[src/rtl/rv32i_types.sv]
// Shared types and constants for the branch predictor / resolver slice.
package rv32i_types;

  localparam int unsigned XLEN        = 32;
  localparam int unsigned PHT_ENTRIES = 16;
  localparam int unsigned PHT_IDX_W   = 4;
  localparam logic [1:0]  PHT_RESET   = 2'b01;

  // Prediction payload carried alongside an instruction through ID and EX.
  typedef struct packed {
    logic            valid;
    logic            pred_taken;
    logic [XLEN-1:0] pred_pc;
  } bp_stage_t;

  // 2-bit saturating counter step.
  function automatic logic [1:0] sat_update(input logic [1:0] ctr, input logic taken);
    logic [1:0] res;
    res = ctr;
    if (taken && (ctr != 2'b11)) res = ctr + 2'(1);
    if (!taken && (ctr != 2'b00)) res = ctr - 2'(1);
    return res;
  endfunction

endpackage

[src/rtl/bp_pht.sv]
// 16-entry pattern history table of 2-bit saturating counters.
// The read port returns the registered value, so a same-cycle write is not forwarded.
module bp_pht
  import rv32i_types::*;
(
  input  logic                 clk,
  input  logic                 reset,
  input  logic [PHT_IDX_W-1:0] rd_idx,
  output logic [1:0]           rd_ctr_c,
  input  logic                 wr_en,
  input  logic [PHT_IDX_W-1:0] wr_idx,
  input  logic                 wr_taken
);

  logic [1:0] ctr_q [PHT_ENTRIES];

  always_ff @(posedge clk) begin
    if (reset) begin
      for (int i = 0; i < int'(PHT_ENTRIES); i++) ctr_q[i] <= PHT_RESET;
    end else if (wr_en) begin
      ctr_q[wr_idx] <= sat_update(ctr_q[wr_idx], wr_taken);
    end
  end

  assign rd_ctr_c = ctr_q[rd_idx];

endmodule

[src/rtl/bp_resolve.sv]
// Branch prediction at IF and resolution at EX, with PHT training and BTB write-back.
// Optional performance counters are enabled by defining BP_PERF_COUNTERS_EN.
module bp_resolve
  import rv32i_types::*;
(
  input  logic        clk,
  input  logic        reset,
  input  logic        stall,
  input  logic [31:0] IF_pc,
  input  logic        btb_hit,
  input  logic [31:0] predicted_pc,
  input  logic        EX_valid,
  input  logic        EX_is_branch,
  input  logic        EX_taken,
  input  logic [31:0] EX_target,
  input  logic [31:0] EX_pc,
  output logic [31:0] next_pc,
  output logic        flush,
  output logic        btb_load,
  output logic [31:0] EX_pc_out,
  output logic [31:0] EX_pc_branch_target
`ifdef BP_PERF_COUNTERS_EN
  ,
  output logic [31:0] branch_count,
  output logic [31:0] mispredict_count
`endif
);

  logic [1:0]  pht_ctr_c;
  logic        pred_taken_c;
  logic [31:0] pred_pc_c;
  logic        mispredict_c;
  logic        pht_upd_c;
  logic        rst_d;
  bp_stage_t   id_q;
  bp_stage_t   ex_q;

  bp_pht u_pht (
    .clk      (clk),
    .reset    (reset),
    .rd_idx   (IF_pc[5:2]),
    .rd_ctr_c (pht_ctr_c),
    .wr_en    (pht_upd_c),
    .wr_idx   (EX_pc[5:2]),
    .wr_taken (EX_taken)
  );

  // Prediction, resolution and redirect selection.
  always_comb begin
    pred_taken_c = btb_hit && pht_ctr_c[1];
    pred_pc_c    = pred_taken_c ? predicted_pc : IF_pc + 32'd4;
    mispredict_c = !reset && !stall && EX_valid && ex_q.valid &&
                   ((EX_is_branch && ((ex_q.pred_taken != EX_taken) ||
                                      (EX_taken && (ex_q.pred_pc != EX_target)))) ||
                    (!EX_is_branch && ex_q.pred_taken));
    pht_upd_c    = !reset && !stall && EX_valid && EX_is_branch && ex_q.valid;
    // rst_d keeps the BTB write quiet in the first cycle out of reset.
    btb_load     = !reset && !rst_d && !stall && EX_valid && EX_is_branch && EX_taken;
    flush        = mispredict_c;
    next_pc      = pred_pc_c;
    if (mispredict_c) next_pc = (EX_taken && EX_is_branch) ? EX_target : EX_pc + 32'd4;
  end

  assign EX_pc_out           = EX_pc;
  assign EX_pc_branch_target = EX_target;

  // ID/EX prediction stages; a mispredict squashes both in-flight entries.
  always_ff @(posedge clk) begin
    if (reset) begin
      id_q  <= '0;
      ex_q  <= '0;
      rst_d <= 1'b1;
    end else begin
      rst_d <= 1'b0;
      if (!stall) begin
        id_q <= '{valid: !mispredict_c, pred_taken: pred_taken_c, pred_pc: pred_pc_c};
        ex_q <= '{valid: id_q.valid && !mispredict_c, pred_taken: id_q.pred_taken,
                  pred_pc: id_q.pred_pc};
      end
    end
  end

`ifdef BP_PERF_COUNTERS_EN
  always_ff @(posedge clk) begin
    if (reset) begin
      branch_count     <= '0;
      mispredict_count <= '0;
    end else begin
      if (pht_upd_c)    branch_count     <= branch_count + 32'd1;
      if (mispredict_c) mispredict_count <= mispredict_count + 32'd1;
    end
  end
`endif

endmodule

[config.mk]
export PLATFORM = sky130hd
export DESIGN_NAME = bp_resolve
export DESIGN_NICKNAME = d
export VERILOG_FILES = /design/src/rtl/rv32i_types.sv /design/src/rtl/bp_pht.sv /design/src/rtl/bp_resolve.sv
export SDC_FILE = /design/constraint.sdc
export NUM_CORES = 1
export LEC_CHECK = 0
export ABC_AREA = 1
export BUFFER_PORTS_ARGS = -buffer_cell sky130_fd_sc_hd__buf_2
export CORE_MARGIN = 3
export CORE_UTILIZATION = 40
export DETAILED_ROUTE_END_ITERATION = 7
export GPL_TIMING_DRIVEN = 0
export PLACE_DENSITY_LB_ADDON = 0.05
export SETUP_SLACK_MARGIN = 0.4
export SYNTH_ARGS = -nofsm -noshare
export SYNTH_HDL_FRONTEND = slang
export SYNTH_SLANG_ARGS = --single-unit
[constraint.sdc]
create_clock -name clk -period 2.2 [get_ports clk]
set_input_delay 0.44 -clock clk [delete_from_list [all_inputs] [get_ports clk]]
set_output_delay 0.44 -clock clk [all_outputs]
set_load 0.02 [all_outputs]
==> results of run 1 <==
## critical path: cells and delay by family (launching register included)
family | cells | cell delay, ns
buf+inv | 5 | 0.60
simple gates | 7 | 0.64
compound gates | 2 | 0.24
flops | 1 | 0.34
## cell usage in the layout (no fill, tap or decap), types with 6 or more instances in the layout
cell,count
nor2_2,29
edfxtp_1,32
buf_12,10
nor3_2,6
nor3_4,7
nand3_1,79
a21oi_1,45
nand4_1,13
inv_1,130
a21oi_2,9
buf_8,8
nor2_1,150
nand2_1,266
o21ai_4,8
nor2_4,11
o21ai_2,9
nand2_4,60
inv_2,20
nor3_1,18
dfxtp_2,11
dfxtp_1,58
xor2_1,35
buf_4,85
xnor2_1,21
o211ai_1,9
clkbuf_16,12
clkbuf_1,22
nand3_2,9
buf_6,57
o21ai_1,26
o21ai_0,46
nand2_2,75
buf_2,195
## kinds of logic (layout without fill, tap and decap cells)
group           after synthesis  after routing  share of synthesized area
simple gates                737            737                      0.377
compound gates              158            158                     0.0996
fa+ha+maj                     7              7                     0.0105
buf+inv                     276            562                      0.164
xor+xnor                     60             60                     0.0641
flops                       101            101                      0.282
mux                           2              2                    0.00241
## per-layer routing
layer	GRT usage	vias to the layer above	part of all wire
li1	-	4738	-
met1	0.409	4384	0.44
met2	0.502	396	0.47
met3	0.0313	31	0.074
met4	0.0563	2	0.013
met5	0	-	0.00038
## sequential cells by signal, summed over array words and instances (netlist names)
register	flops
id_q	34
u_pht.ctr_q	32
rst_d	1
ex_q	34
## worst max path at each step
stage,endpoint,startpoint,cells past startpoint
6_report,next_pc[21],ex_q[31],14
5_1_grt,next_pc[21],ex_q[14],14
4_1_cts,next_pc[21],ex_q[31],14
3_5_place_dp,next_pc[16],IF_pc[13],13
3_3_place_gp,next_pc[16],IF_pc[13],13
2_1_floorplan,u_pht.ctr_q[3][0],EX_pc[2],13
## metrics by stage
stage | instances | hold slack, ns | setup TNS [ns] | area [sq um]
3_5_place_dp | 1841 | 0.448 | -29.35 | 10700
6_report | 1897 | 0.238 | -12.98 | 12200
4_1_cts | 1882 | 0.235 | -12.74 | 11800
3_3_place_gp | 1841 | 0.443 | -28.00 | 10700
5_1_grt | 1897 | 0.234 | -17.74 | 12200
2_1_floorplan | 1341 | 0.430 | 0 | 9190
## cell type report
cell class | instances | area share
flip-flops and latches | 101 | 0.193
multi-input cells | 964 | 0.471
repair buffers | 270 | 0.151
well taps | 270 | 0.0277
plain buffers | 118 | 0.0821
inverters | 158 | 0.0517
clock buffers | 9 | 0.0184
clock inverters | 7 | 0.00471
## power by group through the flow
stage / combinational, W / sequential [W] / clock [W]
6_report: 0.00226 / 0.00208 / 0.00156
5_1_grt: 0.00242 / 0.00209 / 0.00165
4_1_cts: 0.00215 / 0.00207 / 0.00157
3_5_place_dp: 0.00189 / 0.00212 / 0
3_3_place_gp: 0.00189 / 0.00211 / 0
2_1_floorplan: 0.00123 / 0.00210 / 0
## repair_timing
item / 4_1_cts / 5_1_grt
setup endpoints to repair: 69 / 92
cloned: 6 / 1
hold buffers: 0 / 0
resized for setup: 162 / 102
buffers inserted: 19 / 14
pin swaps: 38 / 40
==> run_results.csv, run 1 <==
group,metric,value,unit
critical_path,crit_type,"reg2out",
timing,fin_crit_sh,1.19,
synthesis,yosys.cell_types.count,38,
clock_tree,htree_levels,3,
placed_design,dp.final_hpwl,27600,microns
pwr,clockPowerShare,0.264,
layout,multiInputGateArea,5750,sq um
layout,antennaDiodeCount,0,
detailed_routing,drtIter0Drc,553,
hold_path,whs_endpoint,"rst_d",
critical_path,crit_path_cell_trace,"inv_2 -> nand2_1 -> nand2_1 -> nor2_2 -> nand2_1 -> nor2_2 -> nand3_2 -> o21bai_4 -> buf_12 -> buf_8 -> buf_12 -> nand2_4 -> o21ai_2 -> buf_6",
timing,min_period,2.63,ns
run_status,violations,"setup timing",
global_routing,antenna_found_initial,1,
clock_tree,cts_root_buffer,"clkbuf_16",
pwr,power.net_switching,0.00218,W
pwr,swShare,0.369,
pwr,ir_worst_vdd,0.380,mV
synthesis,yosysMostFrequentCell,"nand2_1",
pwr,p_seq_frac,0.353,
synthesis,synth-seq-cells,101,
placed_design,io_buffer_count,230,
detailed_routing,ant_nets,0,
global_routing,grtUsageTotal,0.295,
hold_path,whs_path_depth,1,
detailed_routing,drcViolationCount,0,
clock_tree,clkTransAtPathRegs,0.08,ns
timing,setup_slack,-0.426,ns
run,max-cap-violations,0,
placed_design,globalplace.congestion,0.988,
pwr,total_power,0.00590,W
hold_path,min_path_type,"in2reg",
synthesis,synth_top_area_cell,"nand2_1",
pwr,power.leakage,5.78,nW
clock_tree,clkLatencyLatePin,0.37,ns
die,die_w,150,microns
die,die_h,150,microns
layout,regArea,2360,sq um
timing,worst_pin_slew,0.661,ns
global_routing,grt_pass1_vias,8742,
detailed_routing,firstDrtPassIters,6,
timing,setup_viol,56,
timing,final_max_slew_viol_count,0,
critical_path,worst_ep_arrival_time,2.19,ns
die,initial_core_util,0.408,
synthesis,synth_edf_count,32,
hold_path,hold_start,"reset",
layout,drive_gt1_frac,0.405,
clock_tree,cts_sinks,101,
global_routing,grt_first_pass_wirelength,50000,microns
synthesis,synth_area_leaders,"nand2_1 (18%), dfxtp_1 (17%), edfxtp_1 (12%)",
run_status,status,"complete, but fails checks",
die,core.rowCount,52,
detailed_routing,via_per_inst,5.03,
clock_tree,cts_buffer_depth,2,
global_routing,grt-ovfl-total,0,
layout,nNetsFinal,1764,
timing,finalHoldViolCount,0,
detailed_routing,drt_wl_total,34300,microns
critical_path,cp_slowest_cell,"dfxtp_2",
clock_tree,cts_buffers,9,
synthesis,ys.flop_type,"dfxtp_1",
die,core_region_area,20400,sq um
die,die_area,22600,sq um
synthesis,yosys-top-cells-count,"nand2_1 (398), nor2_1 (183), inv_1 (156)",
timing,clock.fmax,381,MHz
synthesis,yosysTopAreaCellShare,0.180,
critical_path,cpMostUsedCell,"nand2_1",
layout,fillers,2018,
synthesis,async_reset_ff_frac,0,
critical_path,setup.worst_path.end_class,"output port",
critical_path,cp_max_fo,6,
die,io_pins,233,
synthesis,yosysSeqAreaShare,0.282,
critical_path,r2r_setup_slack,-0.03,ns
synthesis,yosysWarnings,0,
pwr,powerDensity,483,nW/um^2
clock_tree,cts_tree,"done",
detailed_routing,post_drt_wl_per_cell,18.1,microns
layout,syn_to_final_growth,46.8,%
placed_design,dp_slack,-0.725,ns
pwr,comb_power_share,0.383,
critical_path,worstPathRequired,1.76,ns
pwr,p_int,0.00372,W
critical_path,reg2reg_depth,17,
synthesis,avgSynthCellArea,6.20,sq um
detailed_routing,vias,9551,
global_routing,grt_max_degree,19,
synthesis,syn_nets,1483,
synthesis,syn_inst,1341,
layout,utilization,0.599,
timing,rsz0062_at_grt,"yes",
critical_path,slowest_delay,0.34,ns
critical_path,reg2reg_to,"u_pht.ctr_q[11][1]",
critical_path,r2r_start,"u_pht.ctr_q[5][1]",
synthesis,synth_area,8320,sq um
timing,fin_worst_skew,0.0130,ns
timing,maxSlewHeadroom,0.559,
critical_path,start_kind,"flop",
Note: power is estimated with default switching activity, not from simulation.
==> run 2: changes to the inputs <==
RECOVER_POWER = 50   (was unset)
==> run 2 against run 1 <==
Sequential share of layout area up 0.15 points. Flip-flop and latch count unchanged. The run still ends with setup timing left. Die area unchanged.
==> run_results.csv, run 2 (same netlist as run 1, synthesis figures left out) <==
group,metric,value,unit
clock_tree,htree_levels,3,
detailed_routing,vias,9520,
timing,worst_pin_slew,0.672,ns
timing,final_max_slew_viol_count,0,
critical_path,cpMostUsedCell,"nand2_1",
die,initial_core_util,0.408,
pwr,clockPowerShare,0.265,
layout,nNetsFinal,1764,
timing,maxSlewHeadroom,0.552,
die,core.rowCount,52,
layout,final_common_cell,"nand2_1",
layout,utilization,0.595,
critical_path,cp_max_fo,6,
layout,final_cell_area,12100,sq um
timing,finalHoldViolCount,0,
global_routing,grt_max_degree,19,
critical_path,cp_top_family,"simple AND/OR/NAND/NOR gates",
timing,setup_slack,-0.428,ns
layout,reg_top3,"ex_q x34, id_q x34, u_pht.ctr_q x32",
placed_design,globalplace.congestion,0.988,
pwr,swShare,0.371,
die,die_area,22600,sq um
detailed_routing,via_per_inst,5.02,
global_routing,grt_first_pass_wirelength,50000,microns
die,core_region_area,20400,sq um
timing,min_period,2.63,ns
critical_path,crit_path_cell_trace,"inv_2 -> nand2_1 -> nand2_1 -> nor2_2 -> nand2_1 -> nor2_2 -> nand3_2 -> o21bai_4 -> buf_12 -> buf_8 -> buf_12 -> nand2_4 -> o21ai_2 -> buf_6",
layout,syn_to_final_growth,45.6,%
die,die_w,150,microns
die,io_pins,233,
global_routing,antenna_found_initial,1,
detailed_routing,drt_wl_total,34300,microns
layout,antennaDiodeCount,0,
placed_design,dp.final_hpwl,27600,microns
detailed_routing,drcViolationCount,0,
run_status,status,"complete, but fails checks",
clock_tree,cts_root_buffer,"clkbuf_16",
pwr,power.net_switching,0.00218,W
clock_tree,cts_sinks,101,
clock_tree,clkLatencyLatePin,0.36,ns
layout,drive_gt1_frac,0.370,
hold_path,min_path_type,"in2reg",
critical_path,slowest_delay,0.34,ns
placed_design,dpl_cell_area,10700,sq um
pwr,powerDensity,485,nW/um^2
critical_path,setup.worst_path.end_class,"output port",
critical_path,start_kind,"flop",
clock_tree,clkTransAtPathRegs,0.08,ns
pwr,ir_worst_vdd,0.381,mV
timing,setup_viol,59,
layout,mostFrequentLayoutCells,"nand2_1 (266), nor2_1 (150), buf_2 (141), inv_1 (130), buf_4 (84)",
pwr,p_seq_frac,0.354,
clock_tree,cts_buffers,9,
timing,fin_worst_skew,0.0160,ns
pwr,comb_power_share,0.381,
critical_path,cp_slowest_cell,"dfxtp_2",
placed_design,io_buffer_count,230,
detailed_routing,ant_nets,0,
timing,rsz0062_at_grt,"yes",
detailed_routing,drtIter0Drc,577,
critical_path,crit_type,"reg2out",
critical_path,worstPathRequired,1.76,ns
critical_path,worst-path-buf-inv,5,
detailed_routing,post_drt_wl_per_cell,18.1,microns
run,max-cap-violations,0,
clock_tree,cts_tree,"done",
pwr,p_int,0.00370,W
timing,clock.fmax,381,MHz
global_routing,grtUsageTotal,0.295,
clock_tree,postCtsHoldBufs,0,
critical_path,worst_ep_arrival_time,2.19,ns
detailed_routing,firstDrtPassIters,5,
global_routing,grt_pass1_vias,8742,
global_routing,grt-ovfl-total,0,
timing,fin_crit_sh,1.19,
run_status,violations,"setup timing",
die,die_h,150,microns
clock_tree,cts_buffer_depth,2,
pwr,power.leakage,5.62,nW
timing,whs,0.268,ns
[run 2: final cells by class]
type                    count  area (sq um)
fillers                  2054          8250
multi-input cells         964          5750
flip-flops and latches    101          2360
repair buffers            270          1770
plain buffers             118           991
inverters                 158           627
well taps                 270           338
clock buffers               9           225
clock inverters             7          57.6
[run 2: timing repair]
item                       in CTS  in global routing
pin swaps                      38                 40
gates cloned                    6                  1
setup buffers                  19                 14
gates resized for setup       162                102
setup endpoints to repair      69                 92
[run 2: path summary, 6_finish.rpt]
path | start | endpoint | slack, ns | depth (start not counted)
worst max-delay path | ex_q[31] | next_pc[21] | -0.43 | 14
worst min-delay path | reset | rst_d | 0.27 | 1
worst max register to register | u_pht.ctr_q[5][1] | u_pht.ctr_q[15][0] | -0.05 | 15
worst min register to register | id_q[16] | ex_q[16] | 0.46 | 2
[run 2: per-layer routing]
metal | GRT usage | wire length, microns | up-vias
li1 | - | - | 4737
met1 | 0.409 | 15300 | 4386
met2 | 0.502 | 16200 | 364
met3 | 0.0313 | 2370 | 31
met4 | 0.0563 | 439 | 2
met5 | 0 | 13 | -
[run 2: metrics by stage]
step	setup TNS, ns	setup slack (ns)	total power (W)	cells
finish	-13.31	-0.428	0.00588	1897
CTS	-12.74	-0.431	0.00580	1882
floorplan	0	0.0868	0.00333	1341
detailed placement	-29.35	-0.725	0.00401	1841
global route	-17.76	-0.494	0.00614	1897
global placement	-28.00	-0.716	0.00400	1841
[run 2: power by group through the flow]
stage	registers, W	clock network (W)	logic [W]
after global placement	0.00211	0	0.00189
after floorplan	0.00210	0	0.00123
after CTS	0.00207	0.00157	0.00215
after detailed placement	0.00212	0	0.00189
final	0.00208	0.00156	0.00224
after global routing	0.00209	0.00165	0.00240
